===== src/rtl/msx_loader_pkg.sv =====
// Shared definitions for the MSX cartridge slot loader: write FSM states and
// the ioctl_index values the HPS uses for each download target.
package msx_loader_pkg;

  typedef enum logic [0:0] {
    ST_IDLE  = 1'b0,
    ST_WRITE = 1'b1
  } wr_state_t;

  localparam logic [5:0] IDX_BIOS = 6'd1;
  localparam logic [5:0] IDX_ROMA = 6'd2;
  localparam logic [5:0] IDX_ROMB = 6'd3;
  localparam logic [5:0] IDX_CAS  = 6'd4;

endpackage


===== src/rtl/msx_slot_loader_pulse_stretch.sv =====
// Retriggerable down-counter: busy stays high for CYCLES clocks after the last
// trigger; a trigger while counting restarts the full count.
module pulse_stretch #(
  parameter int CYCLES = 64
) (
  input  logic clk21m,
  input  logic reset,
  input  logic trig,
  output logic busy
);

  localparam int CW = $clog2(CYCLES + 1);

  logic [CW-1:0] cnt;

  always_ff @(posedge clk21m or posedge reset) begin
    if (reset) begin
      cnt <= '0;
    end else if (trig) begin
      cnt <= CW'(CYCLES);
    end else if (cnt != '0) begin
      cnt <= cnt - CW'(1);
    end
  end

  assign busy = (cnt != '0);

endmodule


===== src/rtl/msx_slot_loader.sv =====
// Streams HPS ioctl downloads into per-slot memory windows, tracks image size
// and validity per slot, and requests a core reset around loads and remaps.
//
// state    | meaning
// ST_IDLE  | ready to accept the next byte from ioctl
// ST_WRITE | byte registered, mem_we held until mem_ready
import msx_loader_pkg::*;

module msx_slot_loader #(
  parameter int SLOTS      = 2,
  parameter int BASE_INDEX = 2,
  parameter int SLOT_AW    = 20,
  parameter int MEM_AW     = 25,
  parameter int RST_CYCLES = 64
) (
  input  logic                         clk21m,
  input  logic                         reset,
  input  logic                         ioctl_download,
  input  logic [5:0]                   ioctl_index,
  input  logic                         ioctl_wr,
  input  logic [26:0]                  ioctl_addr,
  input  logic [7:0]                   ioctl_dout,
  output logic                         ioctl_wait,
  output logic [MEM_AW-1:0]            mem_addr,
  output logic [7:0]                   mem_din,
  output logic                         mem_we,
  input  logic                         mem_ready,
  input  logic                         detach,
  input  logic [4*SLOTS-1:0]           mapper_sel,
  output logic [SLOTS-1:0]             rom_enabled,
  output logic [SLOTS*(SLOT_AW+1)-1:0] rom_size,
  output logic [SLOTS-1:0]             overflow,
  output logic                         overrun,
  output logic                         reset_req
);

  localparam int SW = (SLOTS > 1) ? $clog2(SLOTS) : 1;
  localparam int ZW = SLOT_AW + 1;

  wr_state_t             state;
  logic [SLOTS-1:0]      act, act_q, act_rise, act_fall;
  logic [SLOTS-1:0]      pend_q, rom_en_q, ovf_q;
  logic [ZW-1:0]         size_q [SLOTS];
  logic [SW-1:0]         slot_sel;
  logic                  any_act, out_of_win, wr_ok;
  logic [ZW-1:0]         size_next;
  logic [4*SLOTS-1:0]    map_q;
  logic                  detach_q, stretch_trig, stretch_busy;
  logic                  overrun_q;
  logic [MEM_AW-1:0]     mem_addr_q;
  logic [7:0]            mem_din_q;

  always_comb begin
    act      = '0;
    slot_sel = '0;
    for (int s = 0; s < SLOTS; s++) begin
      if (ioctl_download && (ioctl_index == 6'(BASE_INDEX + s))) begin
        act[s]   = 1'b1;
        slot_sel = SW'(s);
      end
    end
  end

  assign any_act    = |act;
  assign act_rise   = act & ~act_q;
  assign act_fall   = ~act & act_q;
  assign out_of_win = (ioctl_addr[26:SLOT_AW] != '0);
  assign wr_ok      = any_act && ioctl_wr && !out_of_win && (state == ST_IDLE);
  assign size_next  = ZW'(ioctl_addr[SLOT_AW-1:0]) + ZW'(1);

  always_ff @(posedge clk21m or posedge reset) begin
    if (reset) begin
      state      <= ST_IDLE;
      mem_addr_q <= '0;
      mem_din_q  <= '0;
      act_q      <= '0;
      pend_q     <= '0;
      rom_en_q   <= '0;
      ovf_q      <= '0;
      overrun_q  <= 1'b0;
      detach_q   <= 1'b0;
      for (int s = 0; s < SLOTS; s++) size_q[s] <= '0;
    end else begin
      act_q    <= act;
      detach_q <= detach;

      case (state)
        ST_IDLE: begin
          if (wr_ok) begin
            mem_addr_q <= (MEM_AW'(slot_sel) << SLOT_AW) | MEM_AW'(ioctl_addr[SLOT_AW-1:0]);
            mem_din_q  <= ioctl_dout;
            state      <= ST_WRITE;
          end
        end
        ST_WRITE: begin
          if (mem_ready) state <= ST_IDLE;
        end
        default: state <= ST_IDLE;
      endcase

      if (any_act && ioctl_wr && (state == ST_WRITE)) overrun_q <= 1'b1;

      for (int s = 0; s < SLOTS; s++) begin
        if (detach) begin
          rom_en_q[s] <= 1'b0;
          size_q[s]   <= '0;
          ovf_q[s]    <= 1'b0;
          pend_q[s]   <= 1'b0;
        end else begin
          if (act_rise[s]) begin
            rom_en_q[s] <= 1'b0;
            size_q[s]   <= '0;
            ovf_q[s]    <= 1'b0;
            pend_q[s]   <= 1'b0;
          end else if (act_fall[s] || pend_q[s]) begin
            // a byte still in flight must land before the slot is marked valid
            if (state == ST_IDLE) begin
              rom_en_q[s] <= (size_q[s] != '0);
              pend_q[s]   <= 1'b0;
            end else begin
              pend_q[s]   <= 1'b1;
            end
          end
          if (act[s] && ioctl_wr && out_of_win) ovf_q[s] <= 1'b1;
          if (act[s] && wr_ok && (act_rise[s] || (size_next > size_q[s])))
            size_q[s] <= size_next;
        end
      end
    end
  end

  // Deliberately unreset: it follows the input through reset so release is quiet.
  always_ff @(posedge clk21m) begin
    map_q <= mapper_sel;
  end

  assign stretch_trig = (mapper_sel != map_q) || (|act_fall) || (detach_q && !detach);

  pulse_stretch #(
    .CYCLES (RST_CYCLES)
  ) u_stretch (
    .clk21m (clk21m),
    .reset  (reset),
    .trig   (stretch_trig),
    .busy   (stretch_busy)
  );

  always_comb begin
    rom_size = '0;
    for (int s = 0; s < SLOTS; s++) rom_size[s*ZW +: ZW] = size_q[s];
  end

  assign mem_we      = (state == ST_WRITE);
  assign ioctl_wait  = (state == ST_WRITE);
  assign mem_addr    = mem_addr_q;
  assign mem_din     = mem_din_q;
  assign rom_enabled = rom_en_q;
  assign overflow    = ovf_q;
  assign overrun     = overrun_q;
  assign reset_req   = !reset && (any_act || detach || stretch_busy);

endmodule


===== config.mk =====
export PLATFORM = sky130hd
export DESIGN_NAME = msx_slot_loader
export DESIGN_NICKNAME = d
export VERILOG_FILES = /design/src/rtl/msx_loader_pkg.sv /design/src/rtl/msx_slot_loader_pulse_stretch.sv /design/src/rtl/msx_slot_loader.sv
export SDC_FILE = /design/constraint.sdc
export NUM_CORES = 1
export LEC_CHECK = 0
export ABC_AREA = 1
export BUFFER_PORTS_ARGS = -buffer_cell sky130_fd_sc_hd__buf_4
export CORE_MARGIN = 4
export CORE_UTILIZATION = 40
export DETAILED_ROUTE_END_ITERATION = 7
export PLACE_DENSITY_LB_ADDON = 0.25
export RECOVER_POWER = 100
export SYNTH_ARGS = -nofsm -noshare
export SYNTH_HDL_FRONTEND = slang
export SYNTH_SLANG_ARGS = --single-unit

===== constraint.sdc =====
create_clock -name clk21m -period 2.5 [get_ports clk21m]
set_clock_uncertainty 0.15 [all_clocks]
set_input_delay 0.25 -clock clk21m [delete_from_list [all_inputs] [get_ports clk21m]]
set_output_delay 0.25 -clock clk21m [all_outputs]
set_load 0.01 [all_outputs]

Yosys cells after proc, flatten, opt, wreduce, memory -nomap -nowiden
Cells that the tools add are included.

word-level totals
  output and inout bits = 83
  bits in registers = 101
  bits of input ports = 55
  logic and storage cells = 108

operators by class
  equality and inequality tests = 5
  reductions and logical operators = 43
  bitwise gates (word level) = 6
  $add $sub $neg = 2
  muxes and demuxes = 34
  $lt $le $gt $ge = 2

operators with widths
  operator                 number
  $mux W21                 6
  $gt A21 B21 Y1           2
  $reduce_bool A21 Y1      2
  $mux W1                  25
  $add A20 B1 Y21 const B  1
  $or A21 B20 Y21          1
  $reduce_bool A3 Y1       6
  $logic_and A1 B1 Y1      16
  $mux W7                  2
  $reduce_bool A7 Y1       2
  $eq A6 B2 Y1 const B     2
  $logic_or A1 B1 Y1       8
  $ne A8 B8 Y1             1
  $sub A7 B1 Y7 const B    1
  $ne A3 B2 Y1 const B     2
  $reduce_and A2 Y1        3
  $and A2 B2 Y2            2
  $not A2 Y2               2
  $reduce_or A2 Y1         2
  $logic_not A1 Y1         3
  $pmux W1 S2              1
  $reduce_bool A2 Y1       1
  $not A1 Y1               1

Depth between registers and ports, before layout
  depth after elaboration = 11
  gate-level depth with buffers = 21
  mapped depth without buffers = 20

By module
Synthesis repeated with hierarchy kept, for this count alone.

unflattened totals
  cells, all modules = 802
  area, all modules = 6014.5 µm²

modules (own cells, without submodules)
  module           area each (µm²)  times used  seq. area each (µm²)  cells an instance
  msx_slot_loader  5602.9           1           2212.1                752
  pulse_stretch    411.6            1           175.2                 50

Least setup slack after synthesis
Ideal clock, no wire load.

  path type = input to output
  start point = in reset
  end point = out reset_req
  arrival time = 2.388 ns
  buffers on the path = 0
  slack = -0.288 ns
  data required time = 2.100 ns
  cell stages on the path = 3
  path through = inv_1 > nand2_1 > inv_1

between the ends
  cells in the longest elaborated chain, start to end = 2

ends and longest elaborated chain
  element              line                    source
  from (decl)          msx_slot_loader.sv:17   input logic reset,
  $logic_not A1 Y1     msx_slot_loader.sv:160  assign reset_req = !reset && (any_act || detach || stretch_busy);
  $logic_and A1 B1 Y1  msx_slot_loader.sv:160
  to (decl)            msx_slot_loader.sv:34   output logic reset_req

No other way between the ends.

Worst setup path after layout
  start point = in ioctl_addr[0]
  end point = reg size_q (netlist bit rom_size[3])

between the ends
  cells in the longest elaborated chain, start to end = 6
  elaborated cells on any way between the ends = 7
  classes of those cells = 1 x add/sub; 1 x order compare; 2 x mux; 3 x reduce/logical

ends and longest elaborated chain
  element                          line                    source
  from (decl)                      msx_slot_loader.sv:21   input logic [26:0] ioctl_addr,
  $add A20 B1 Y21 (*)              msx_slot_loader.sv:69   assign size_next = ZW'(ioctl_addr[SLOT_AW-1:0]) + ZW'(1);
  $gt A21 B21 Y1                   msx_slot_loader.sv:125  if (act[s] && wr_ok && (act_rise[s] || (size_next > size_q[s])))
  $logic_or A1 B1 Y1               msx_slot_loader.sv:125
  $logic_and A1 B1 Y1              msx_slot_loader.sv:125
  $mux W21                         msx_slot_loader.sv:125
  $mux W21                         msx_slot_loader.sv:104  if (detach) begin
  to (signal, indexed assignment)  msx_slot_loader.sv:126  size_q[s] <= size_next;
  to (decl)                        msx_slot_loader.sv:43   logic [ZW-1:0] size_q [SLOTS];

Mark *: on every way between the ends. The rest lies on a longest branch, timed or not.
A chain may end at the register's enable or synchronous reset.

==> results_dict.tcl <==
set metrics [dict create \
    rrSetupSlack_ns 0.08 \
    postRouteAntennaNets 0 \
    final_cell_mix "nand2_1, buf_4, inv_1" \
    first_global_vias 5734 \
    start_util_pct 40.9 \
    clk_latency_ns 0.36 \
    overflow 0 \
    slew_viol_final 0 \
    remaining_drc_errors 0 \
    power_frac_seq_pct 43.9 \
    tightest_slew_ns 1.48 \
    syn_area_um2 5970 \
    mostFrequentLayoutCell "nand2_1" \
    cts.path.max_buffers 2 \
    min_period_over_period_pct 102 \
    ys_types 40 \
    cp-endpoint "rom_size[3]" \
    h-tree-depth 3 \
    cts_made_buffers 9 \
    finalSetupViolations 33 \
    rows 44 \
    rsz0062_at_grt "yes" \
    num-fill-cells 1271 \
    clkPwrFrac_pct 40.7 \
    die_h_um 130 \
    status "finished with violations" \
    synthArstFlopShare_pct 91.8 \
    path_clk_slew_ns 0.07 \
    crit_start "ioctl_addr[0]" \
    hp-class "in -> reg" \
    hold_viol_final 0 \
    ys_warn_count 0 \
    r2r_start "act_q[1]" \
    antenna_found_initial 0 \
    cp-end-kind "flop" \
    grt.total_usage_pct 21.8 \
    max_freq_ghz 0.391 \
    critical_path.startpoint_type "input pin" \
    ys_ff_latch 97 \
    dieArea_um2 16900 \
    synth_edf_count 0 \
    dp_hpwl_um 13200 \
    antenna_cells 0 \
    synth_flop_cell "dfrtp_1" \
    power.density_nw_per_um2 407 \
    synth_cells 773 \
    place.gp.congestion 0.874 \
    irDropWorstVdd_v 0.000288 \
    comb_power_share_pct 15.4 \
    area_delta_synth_final_pct 48.4 \
    cp_data_arrival_time_ns 2.70 \
    p_int_mw 2.67 \
    finalSetupTns_ns -0.867 \
    routed_wl_um 19100 \
    slew_headroom_pct 1.25 \
    required_ns 2.64 \
    syn_avg_cell_area_um2 7.72 \
    cts_root_buffer "clkbuf_16" \
    fp.coreArea_um2 14600 \
    nNetsFinal 1106 \
    sw_frac_of_total_pct 25.9 \
    post_drt_wl_per_cell_um 16.0 \
    power_switching_uw 934 \
    grt_pass1_wl_um 28800 \
    ys_seq_area_share_pct 40.0 \
    via_per_inst 5.01 \
    crit_fanout 5 \
    setup_ws_ns -0.0564 \
    period_needed_ns 2.56 \
    die_w_um 130 \
    grt_max_degree 67 \
    violations "setup timing" \
    cts_tree "done" \
    io_pins 138 \
    power_leakage_nw 4.38 \
    cap_violations 0 \
    vias 5991 \
    whs_ns 0.0121 \
    crit_type "in -> reg" \
    r2r_cells 5 \
    dpl.cell_count 1142 \
    io_buffers 133 \
    cts_num_sinks 97 \
    r2r_end "rom_enabled[1]" \
    drt_iter0_markers 424 \
    instances_no_fill 1195 \
    drive_gt1_share_pct 29.8 \
    firstDrtPassIters 7 \
]
flip-flops by register name (all words and copies together) (netlist names):
signal         flops
overrun            1
overflow           2
rom_size          42
u_stretch.cnt      7
map_q              8
ioctl_wait         1
act_q              2
detach_q           1
pend_q             2
mem_din            8
mem_addr          21
rom_enabled        2
cell families after synthesis:
group	count (synthesis)	synth area share, %
compound gates	56	5.24
xor+xnor	15	2.20
fa+ha+maj	45	9.44
buf+inv	152	10.5
flops	97	40.0
mux	16	3.52
other cells	1	0.0628
simple gates	391	29.0
metrics by stage:
step	cell area (um2)	setup slack (ns)	power (mW)	util, %
after floorplan	6000	0.000524	1.83	-
after global placement	7680	-0.483	2.05	52.7
after detailed placement	7680	-0.550	2.05	52.7
after CTS	8660	-0.0358	3.59	59.3
after global routing	8860	-0.201	3.75	60.7
final	8860	-0.0564	3.60	60.7
power groups by stage:
stage	sequential, mW	clock, mW	combinational (mW)
floorplan	1.61	0	0.223
global placement	1.61	0	0.435
detailed placement	1.61	0	0.439
CTS	1.58	1.50	0.509
global route	1.58	1.55	0.620
finish	1.58	1.46	0.556
cell type report:
cell class                 count  area (um2)  area share, %
multi-input combinational    527        3640           41.1
sequential                    97        2390           27.0
timing repair buffer         246        1800           20.4
inverter                     125         478           5.40
clock buffer                  11         253           2.85
tap                          184         230           2.60
clock inverter                 5        61.3          0.692
timing repair:
item,4_1_cts,5_1_grt
cloned,3,5
hold buffers,19,0
setup buffers,7,4
pin swaps,21,54
endpoints found under the setup margin,42,42
endpoints found under the hold margin,107,0
resized for setup,76,101
synth_stat cells, types with 10 or more instances:
cell type / count / share of area [%]
a21oi_1: 18 / 1.5
clkbuf_1: 10 / 0.63
dfrtp_1: 89 / 37
ha_1: 45 / 9.4
inv_1: 124 / 7.8
nand2_1: 169 / 11
nand3_1: 105 / 8.8
nand4_1: 14 / 1.5
nor2_1: 75 / 4.7
nor3_1: 10 / 0.84
o21ai_0: 25 / 2.1
xor2_1: 11 / 1.6
worst max-delay path: stages:
cell and delay, ns:
buf_12 0.10, nand3_4 0.09, nor2_4 0.13, buf_6 0.11, nand2_4 0.05, nor2_4 0.11, nand2_2 0.08, xor2_2 0.18
buf_6 0.14, inv_6 0.04, ha_4 0.26, nand2_4 0.07, nor3_1 0.26, nand4_1 0.12, nand2_1 0.09, nand2_2 0.09
nand2_4 0.15, clkbuf_16 0.17, nand3_1 0.06, nand2_1 0.11
how the worst min path moves through the flow:
stage                        start      endpoint  depth (start not counted)
floorplan            mapper_sel[0]      map_q[0]                          0
global placement     mapper_sel[2]      map_q[2]                          1
detailed placement   mapper_sel[4]      map_q[4]                          1
CTS                 ioctl_addr[14]  mem_addr[14]                          2
global route        ioctl_addr[14]  mem_addr[14]                          2
finish              ioctl_addr[14]  mem_addr[14]                          2
metal layers:
| metal | GRT usage, % | share of wire (%) | vias to the layer above |
|---|---|---|---|
| met5 | 0 | 0 | - |
| met4 | 7.46 | 1.5 | 0 |
| met3 | 4.34 | 7.5 | 26 |
| met2 | 35.8 | 49 | 209 |
| met1 | 28.8 | 42 | 2817 |
| li1 | - | - | 2939 |
Note: power is estimated with default switching activity, not from simulation.
